### config.mk
export PLATFORM = sky130hd
export DESIGN_NAME = mem_port_arbiter
export DESIGN_NICKNAME = d
export VERILOG_FILES = /design/src/rtl/mem_arb_pkg.sv /design/src/rtl/mem_arb_timer.sv /design/src/rtl/mem_port_arbiter.sv
export SDC_FILE = /design/constraint.sdc
export NUM_CORES = 1
export LEC_CHECK = 0
export CORE_AREA = 2 2 119 121
export DETAILED_ROUTE_END_ITERATION = 10
export DIE_AREA = 0 0 121 123
export PLACE_DENSITY = 0.78
export SLEW_MARGIN = 20
export SYNTH_ARGS = -nofsm -noshare
export SYNTH_HDL_FRONTEND = slang
export SYNTH_SLANG_ARGS = --single-unit
### constraint.sdc
create_clock -name clk -period 1.9 [get_ports clk]
set_clock_uncertainty 0.05 [all_clocks]
set_input_delay 0.19 -clock clk [delete_from_list [all_inputs] [get_ports clk]]
set_output_delay 0.19 -clock clk [all_outputs]
set_load 0.05 [all_outputs]
### src/rtl/mem_arb_pkg.sv
// Shared types and constants for the IF/MEM memory-port arbiter.
package mem_arb_pkg;

  typedef enum logic [1:0] {
    IDLE  = 2'b00,
    GNT_I = 2'b01,
    GNT_D = 2'b10,
    RESP  = 2'b11
  } arb_state_e;

  typedef enum logic {
    OWN_I = 1'b0,
    OWN_D = 1'b1
  } arb_owner_e;

  localparam int unsigned TIMEOUT_CYC_DEF = 255;

  // Smallest width in 8..16 whose range can hold cyc.
  function automatic int unsigned tmo_cnt_width(input int unsigned cyc);
    int unsigned w;
    w = 16;
    for (int unsigned i = 16; i >= 8; i--) begin
      if ((64'd1 << i) > 64'(cyc)) w = i;
    end
    return w;
  endfunction

endpackage

### src/rtl/mem_arb_timer.sv
// Memory-wait watchdog: counts unacknowledged grant cycles, flags the last allowed one.
module mem_arb_timer
  import mem_arb_pkg::*;
#(
  parameter int unsigned TIMEOUT_CYC = TIMEOUT_CYC_DEF
) (
  input  logic clk,
  input  logic rst,
  input  logic clr,
  input  logic en,
  output logic expired
);

  localparam int unsigned   CW   = tmo_cnt_width(TIMEOUT_CYC);
  localparam logic [CW-1:0] LAST = CW'(TIMEOUT_CYC - 1);

  logic [CW-1:0] cnt_q, cnt_d;

  always_comb begin
    cnt_d = cnt_q;
    if (clr)     cnt_d = '0;
    else if (en) cnt_d = cnt_q + 1'b1;
  end

  // Fires in the cycle whose increment would make the count reach TIMEOUT_CYC.
  assign expired = en && (cnt_q == LAST);

  always_ff @(posedge clk) begin
    if (rst) cnt_q <= '0;
    else     cnt_q <= cnt_d;
  end

endmodule

### src/rtl/mem_port_arbiter.sv
// Arbitrates one req/ack memory port between IF and MEM stages with fetch-drop on flush.
// Optional memory watchdog enabled by defining MEM_ARB_TIMEOUT_EN.
module mem_port_arbiter
  import mem_arb_pkg::*;
#(
  parameter int unsigned AW          = 32,
  parameter int unsigned DW          = 32,
  parameter int unsigned TIMEOUT_CYC = TIMEOUT_CYC_DEF
) (
  input  logic            clk,
  input  logic            rst,
  input  logic            if_req,
  input  logic [AW-1:0]   if_addr,
  input  logic            if_flush,
  output logic            if_ack,
  output logic [DW-1:0]   if_rdata,
  input  logic            d_req,
  input  logic            d_we,
  input  logic [DW/8-1:0] d_be,
  input  logic [AW-1:0]   d_addr,
  input  logic [DW-1:0]   d_wdata,
  output logic            d_ack,
  output logic [DW-1:0]   d_rdata,
  output logic            m_req,
  output logic            m_we,
  output logic [DW/8-1:0] m_be,
  output logic [AW-1:0]   m_addr,
  output logic [DW-1:0]   m_wdata,
  input  logic [DW-1:0]   m_rdata,
  input  logic            m_ack,
  output logic            busy,
  output logic            timeout_err
);

  localparam int unsigned BW = DW / 8;

  arb_state_e     state_q, state_d;
  arb_owner_e     last_own_q, last_own_d;
  logic           drop_q, drop_d;
  logic           m_req_q, m_req_d;
  logic           m_we_q, m_we_d;
  logic [BW-1:0]  m_be_q, m_be_d;
  logic [AW-1:0]  m_addr_q, m_addr_d;
  logic [DW-1:0]  m_wdata_q, m_wdata_d;
  logic           if_ack_q, if_ack_d;
  logic           d_ack_q, d_ack_d;
  logic [DW-1:0]  if_rdata_q, if_rdata_d;
  logic [DW-1:0]  d_rdata_q, d_rdata_d;
  logic           timeout_err_q, timeout_err_d;

  logic           if_go;
  logic           tmo_hit;
  logic [DW-1:0]  resp_data;

  assign if_go = if_req & ~if_flush;

`ifdef MEM_ARB_TIMEOUT_EN
  logic grant;
  logic tmo_en;

  assign grant  = (state_q == IDLE) && (d_req || if_go);
  assign tmo_en = ((state_q == GNT_I) || (state_q == GNT_D)) && !m_ack;

  mem_arb_timer #(
    .TIMEOUT_CYC (TIMEOUT_CYC)
  ) u_timer (
    .clk     (clk),
    .rst     (rst),
    .clr     (grant),
    .en      (tmo_en),
    .expired (tmo_hit)
  );
`else
  // TIMEOUT_CYC has no effect without the watchdog.
  logic unused_tmo_cfg;
  assign unused_tmo_cfg = ^TIMEOUT_CYC;
  assign tmo_hit        = 1'b0;
`endif

  always_comb begin
    state_d       = state_q;
    last_own_d    = last_own_q;
    drop_d        = drop_q;
    m_req_d       = m_req_q;
    m_we_d        = m_we_q;
    m_be_d        = m_be_q;
    m_addr_d      = m_addr_q;
    m_wdata_d     = m_wdata_q;
    if_ack_d      = 1'b0;
    d_ack_d       = 1'b0;
    if_rdata_d    = if_rdata_q;
    d_rdata_d     = d_rdata_q;
    timeout_err_d = timeout_err_q | tmo_hit;
    resp_data     = m_ack ? m_rdata : '0;

    unique case (state_q)
      IDLE: begin
        drop_d = 1'b0;
        // Data wins contention unless it won the previous grant.
        if (d_req && !(if_go && last_own_q == OWN_D)) begin
          state_d    = GNT_D;
          last_own_d = OWN_D;
          m_req_d    = 1'b1;
          m_we_d     = d_we;
          m_be_d     = d_be;
          m_addr_d   = d_addr;
          m_wdata_d  = d_wdata;
        end else if (if_go) begin
          state_d    = GNT_I;
          last_own_d = OWN_I;
          m_req_d    = 1'b1;
          m_we_d     = 1'b0;
          m_be_d     = '1;
          m_addr_d   = if_addr;
          m_wdata_d  = '0;
        end
      end
      GNT_I: begin
        if (if_flush) drop_d = 1'b1;
        if (m_ack || tmo_hit) begin
          state_d = RESP;
          m_req_d = 1'b0;
          if (!(drop_q || if_flush)) begin
            if_ack_d   = 1'b1;
            if_rdata_d = resp_data;
          end
        end
      end
      GNT_D: begin
        if (m_ack || tmo_hit) begin
          state_d   = RESP;
          m_req_d   = 1'b0;
          d_ack_d   = 1'b1;
          d_rdata_d = resp_data;
        end
      end
      RESP: begin
        state_d = IDLE;
        drop_d  = 1'b0;
      end
    endcase
  end

  always_ff @(posedge clk) begin
    if (rst) begin
      state_q       <= IDLE;
      last_own_q    <= OWN_I;
      drop_q        <= 1'b0;
      m_req_q       <= 1'b0;
      m_we_q        <= 1'b0;
      m_be_q        <= '0;
      m_addr_q      <= '0;
      m_wdata_q     <= '0;
      if_ack_q      <= 1'b0;
      d_ack_q       <= 1'b0;
      if_rdata_q    <= '0;
      d_rdata_q     <= '0;
      timeout_err_q <= 1'b0;
    end else begin
      state_q       <= state_d;
      last_own_q    <= last_own_d;
      drop_q        <= drop_d;
      m_req_q       <= m_req_d;
      m_we_q        <= m_we_d;
      m_be_q        <= m_be_d;
      m_addr_q      <= m_addr_d;
      m_wdata_q     <= m_wdata_d;
      if_ack_q      <= if_ack_d;
      d_ack_q       <= d_ack_d;
      if_rdata_q    <= if_rdata_d;
      d_rdata_q     <= d_rdata_d;
      timeout_err_q <= timeout_err_d;
    end
  end

  // A flush arriving in the response cycle itself must still swallow the fetch ack.
  assign if_ack      = if_ack_q & ~if_flush;
  assign if_rdata    = if_rdata_q;
  assign d_ack       = d_ack_q;
  assign d_rdata     = d_rdata_q;
  assign m_req       = m_req_q;
  assign m_we        = m_we_q;
  assign m_be        = m_be_q;
  assign m_addr      = m_addr_q;
  assign m_wdata     = m_wdata_q;
  assign busy        = (state_q != IDLE);
  assign timeout_err = timeout_err_q;

endmodule

==> summary.md <==
| Metric | Value |
|---|---|
| Status | `completed` |
| Adder-cell share of the synthesized area | `0.955%` |
| Synth Register Bits | `140` |
| First-pass GRT wire length | `25000 microns` |
| Global Route Usage Sum | `21.7%` |
| Vias in the first global route | `just under 5000` |
| Post-CTS setup buffer count | `0` |
| Hold/Removal Path Class | `in -> reg` |
| PD cells | `between 1000 and 1500 nW/um^2` |
| Worst Setup Start Kind | `flop` |
| Clk sink count | `140` |
| DIE WIDTH | `between 100 and 150 microns` |
| Vias | `5051` |
| Largest family of logic cells by synthesized area | `compound AO/OA/AOI/OAI gates` |
| Worst Tran Pin Value | `about 0.73 ns` |
| Post-synthesis mux area share | `0.382%` |
| Synth Warn # | `0` |
| Worst-path clk slew | `about 0.060 ns` |
| Setup violators final | `0` |
| Post-Synth XOR/XNOR Area | `0%` |
| Seq/Total Area, Yosys | `between 50% and 60%` |
| Unrepaired setup endpoints after global routing | `false` |
| Clock latency on the worst-skew pair | `between 0.4 and 0.5 ns` |
| Number of buffers created by CTS | `17` |
| Synth Area in Compound Gates | `~22%` |
| Drt pass-1 iters | `5` |
| Final Core Density | `64.7%` |
| Fmax | `~540 MHz` |
| Synth-to-Final Area Change | `68.1%` |
| Critical Path Sink Type | `output pin` |
| Fin crit share | `97.8%` |
| VDD IR max | `about 0.67 mV` |
| Syn nets | `approximately 730` |
| Max incr delay on CP | `about 0.86 ns` |
| CP Class | `reg -> out` |
| Worst Path Arrival | `between 1.5 and 2 ns` |
| Mean Syn Cell Area | `slightly below 9 sq um` |
| Nets@finish | `997` |
| Initial antenna violation count | `1` |
| Num ports | `277` |
| Max stage delay cell, worst path | `clkdlybuf4s50_1` |
| Max-cap viol count | `0` |
| Synth Cell Area | `5240 sq um` |
| Final hold vios | `0` |
| H-tree depth | `4` |
| Vias/cell | `roughly 4.8` |
| DP Wirelength | `~11000 microns` |
| Wire length per cell | `15.4 microns` |
| Crit-path cells | `clkdlybuf4s50_1` |
| CTS Buffer Depth | `2` |
| CTS root buf | `clkbuf_16` |
| Routability Congestion | `between 0.8 and 0.9` |
| Pin count of the biggest net entering global routing | `69` |
| Die Y-Extent | `around 120 microns` |
| TNS Setup | `0 ns` |
| Gate Count Post-Synth | `a little under 600` |
| ANT nets after route | `0` |
| Port-buffer cells | `275` |
| Die area | `roughly 15000 sq um` |
| Post-Synth Simple-Gate Area | `17.0%` |
| Core Area | `approximately 14000 sq um` |
| Buf/Inv on CP | `1` |
| Final Max Tran Viols | `0` |
| Initial Util | `between 30% and 40%` |
| Crit Path Max Fanout | `2` |
| Fraction of layout cells with a size suffix above 1 | `approximately 8.3%` |
| Fill cells | `1145` |
| DR iter-0 viols | `approximately 290` |
| Routed WL | `16100 microns` |
| Lkg Pwr | `about 3.3 nW` |
| Crit path time final | `1.86 ns` |
| DR DRC count | `0` |
| CTS tree | `done` |
| Critical path data required time | `around 1.7 ns` |
| Relative slew slack | `51.6%` |
| Row count | `between 40 and 50` |
| Grt total ovfl | `0` |
| Cell family with most CP delay | `buffers and inverters` |
| Post-synthesis cell type count | `36` |
-- report_power, final --
part	total [mW]	internal [mW]	leakage, nW	switching (mW)
combinational	5.28	1.92	1.82	3.36
sequential	3.82	3.52	1.14	0.299
clock	3.53	2.29	0.300	1.25
-- cell usage after synthesis --
cell type	n	area, sq um
nand2_1	196	736
dfxtp_1	140	2800
a21oi_1	67	335
a22o_1	33	289
o21ai_1	28	140
a31oi_1	22	138
clkbuf_1	16	60.1
buf_2	12	60.1
buf_6	12	135
a31oi_2	10	125
buf_4	6	45.0
o21ai_0	6	30.0
ha_1	4	50.1
o221a_1	4	45.0
and2_1	3	18.8
nor2_1	3	11.3
buf_1	2	7.51
inv_1	2	7.51
inv_2	2	7.51
mux2i_1	2	20.0
nand2b_1	2	12.5
nor2b_1	2	12.5
o22ai_1	2	12.5
a211oi_2	1	12.5
a21oi_2	1	8.76
and3b_1	1	8.76
conb_1	1	3.75
nand2_4	1	11.3
nand3_1	1	5.00
nand3b_1	1	7.51
nand3b_4	1	20.0
nor2_8	1	20.0
nor2b_2	1	8.76
nor3_4	1	16.3
o21a_1	1	7.51
o31a_1	1	8.76
-- timing repair --
| action | CTS | global route |
|---|---|---|
| setup endpoints to repair | 0 | 1 |
| hold buffers | 0 | 0 |
| gates resized for setup | 0 | 1 |
-- cells by family (layout without fill, tap and decap cells) --
group	after synthesis	after routing
buf+inv	52	328
mux	2	2
flops	140	140
fa+ha+maj	4	4
simple gates	214	214
other cells	1	2
compound gates	176	176
-- cell type report --
type | count | area (sq um) | share of cell area (%)
Sequential cell | 140 | 2800 | 31.8
Tap cell | 180 | 225 | 2.56
Multi-Input combinational cell | 397 | 2120 | 24.0
Clock inverter | 10 | 165 | 1.88
Antenna cell | 1 | 2.50 | 0.0284
Inverter | 4 | 15.0 | 0.171
Clock buffer | 20 | 467 | 5.30
Timing Repair Buffer | 294 | 3010 | 34.2
-- state kept, by name, summed over array words and instances, names as in the netlist --
| name | flops |
|---|---|
| m_addr | 32 |
| m_be | 4 |
| d_ack | 1 |
| if_ack_q | 1 |
| d_rdata | 32 |
| last_own_q | 1 |
| if_rdata | 32 |
| m_we | 1 |
| m_req | 1 |
| drop_q | 1 |
| state_q | 2 |
| m_wdata | 32 |
-- cells in the final DEF (no fill, tap or decap), types with 2 or more instances in the layout --
cell	instances
nor2_1	3
o21ai_1	28
nor2b_1	2
bufinv_16	4
dfxtp_1	140
o22ai_1	2
o21ai_0	6
clkdlybuf4s50_1	271
ha_1	4
buf_12	10
a21oi_1	67
and2_1	3
a31oi_1	22
clkinv_4	2
a22o_1	33
buf_4	11
mux2i_1	2
inv_1	2
inv_2	2
o221a_1	4
nand2_1	196
a31oi_2	10
nand2b_1	2
clkbuf_16	17
clkbuf_8	3
clkinvlp_4	3
-- final timing paths --
path	slack, ns	endpoint	cells past startpoint	start
min	0.04	last_own_q	2	rst
max	0.04	m_req	1	m_req
min reg2reg	0.40	d_rdata[14]	2	d_rdata[14]
max reg2reg	0.28	m_wdata[12]	7	state_q[0]
-- metal layers --
| metal | up-vias | track usage, % | wire length, microns | share of wire (%) |
|---|---|---|---|---|
| li1 | 2534 | - | - | - |
| met1 | 2295 | 24.1 | 6390 | 40 |
| met2 | 196 | 35.9 | 7770 | 48 |
| met3 | 26 | 10.1 | 1510 | 9.4 |
| met4 | 0 | 8.87 | 428 | 2.7 |
| met5 | - | 0 | 0 | 0 |
-- per-stage QoR --
stage	cells	hold slack (ns)	power, mW	instance area, sq um	setup WS [ns]
after floorplan	589	0.273	7.36	5240	0.415
after global placement	1015	0.391	9.12	8170	0.116
after detailed placement	1015	0.396	9.17	8170	0.0643
after CTS	1045	0.0313	12.7	8800	0.0304
after global routing	1046	0.0377	13.2	8810	0.00116
final	1046	0.0443	12.6	8810	0.0417
No activity file was read; power rests on OpenSTA's default activity.
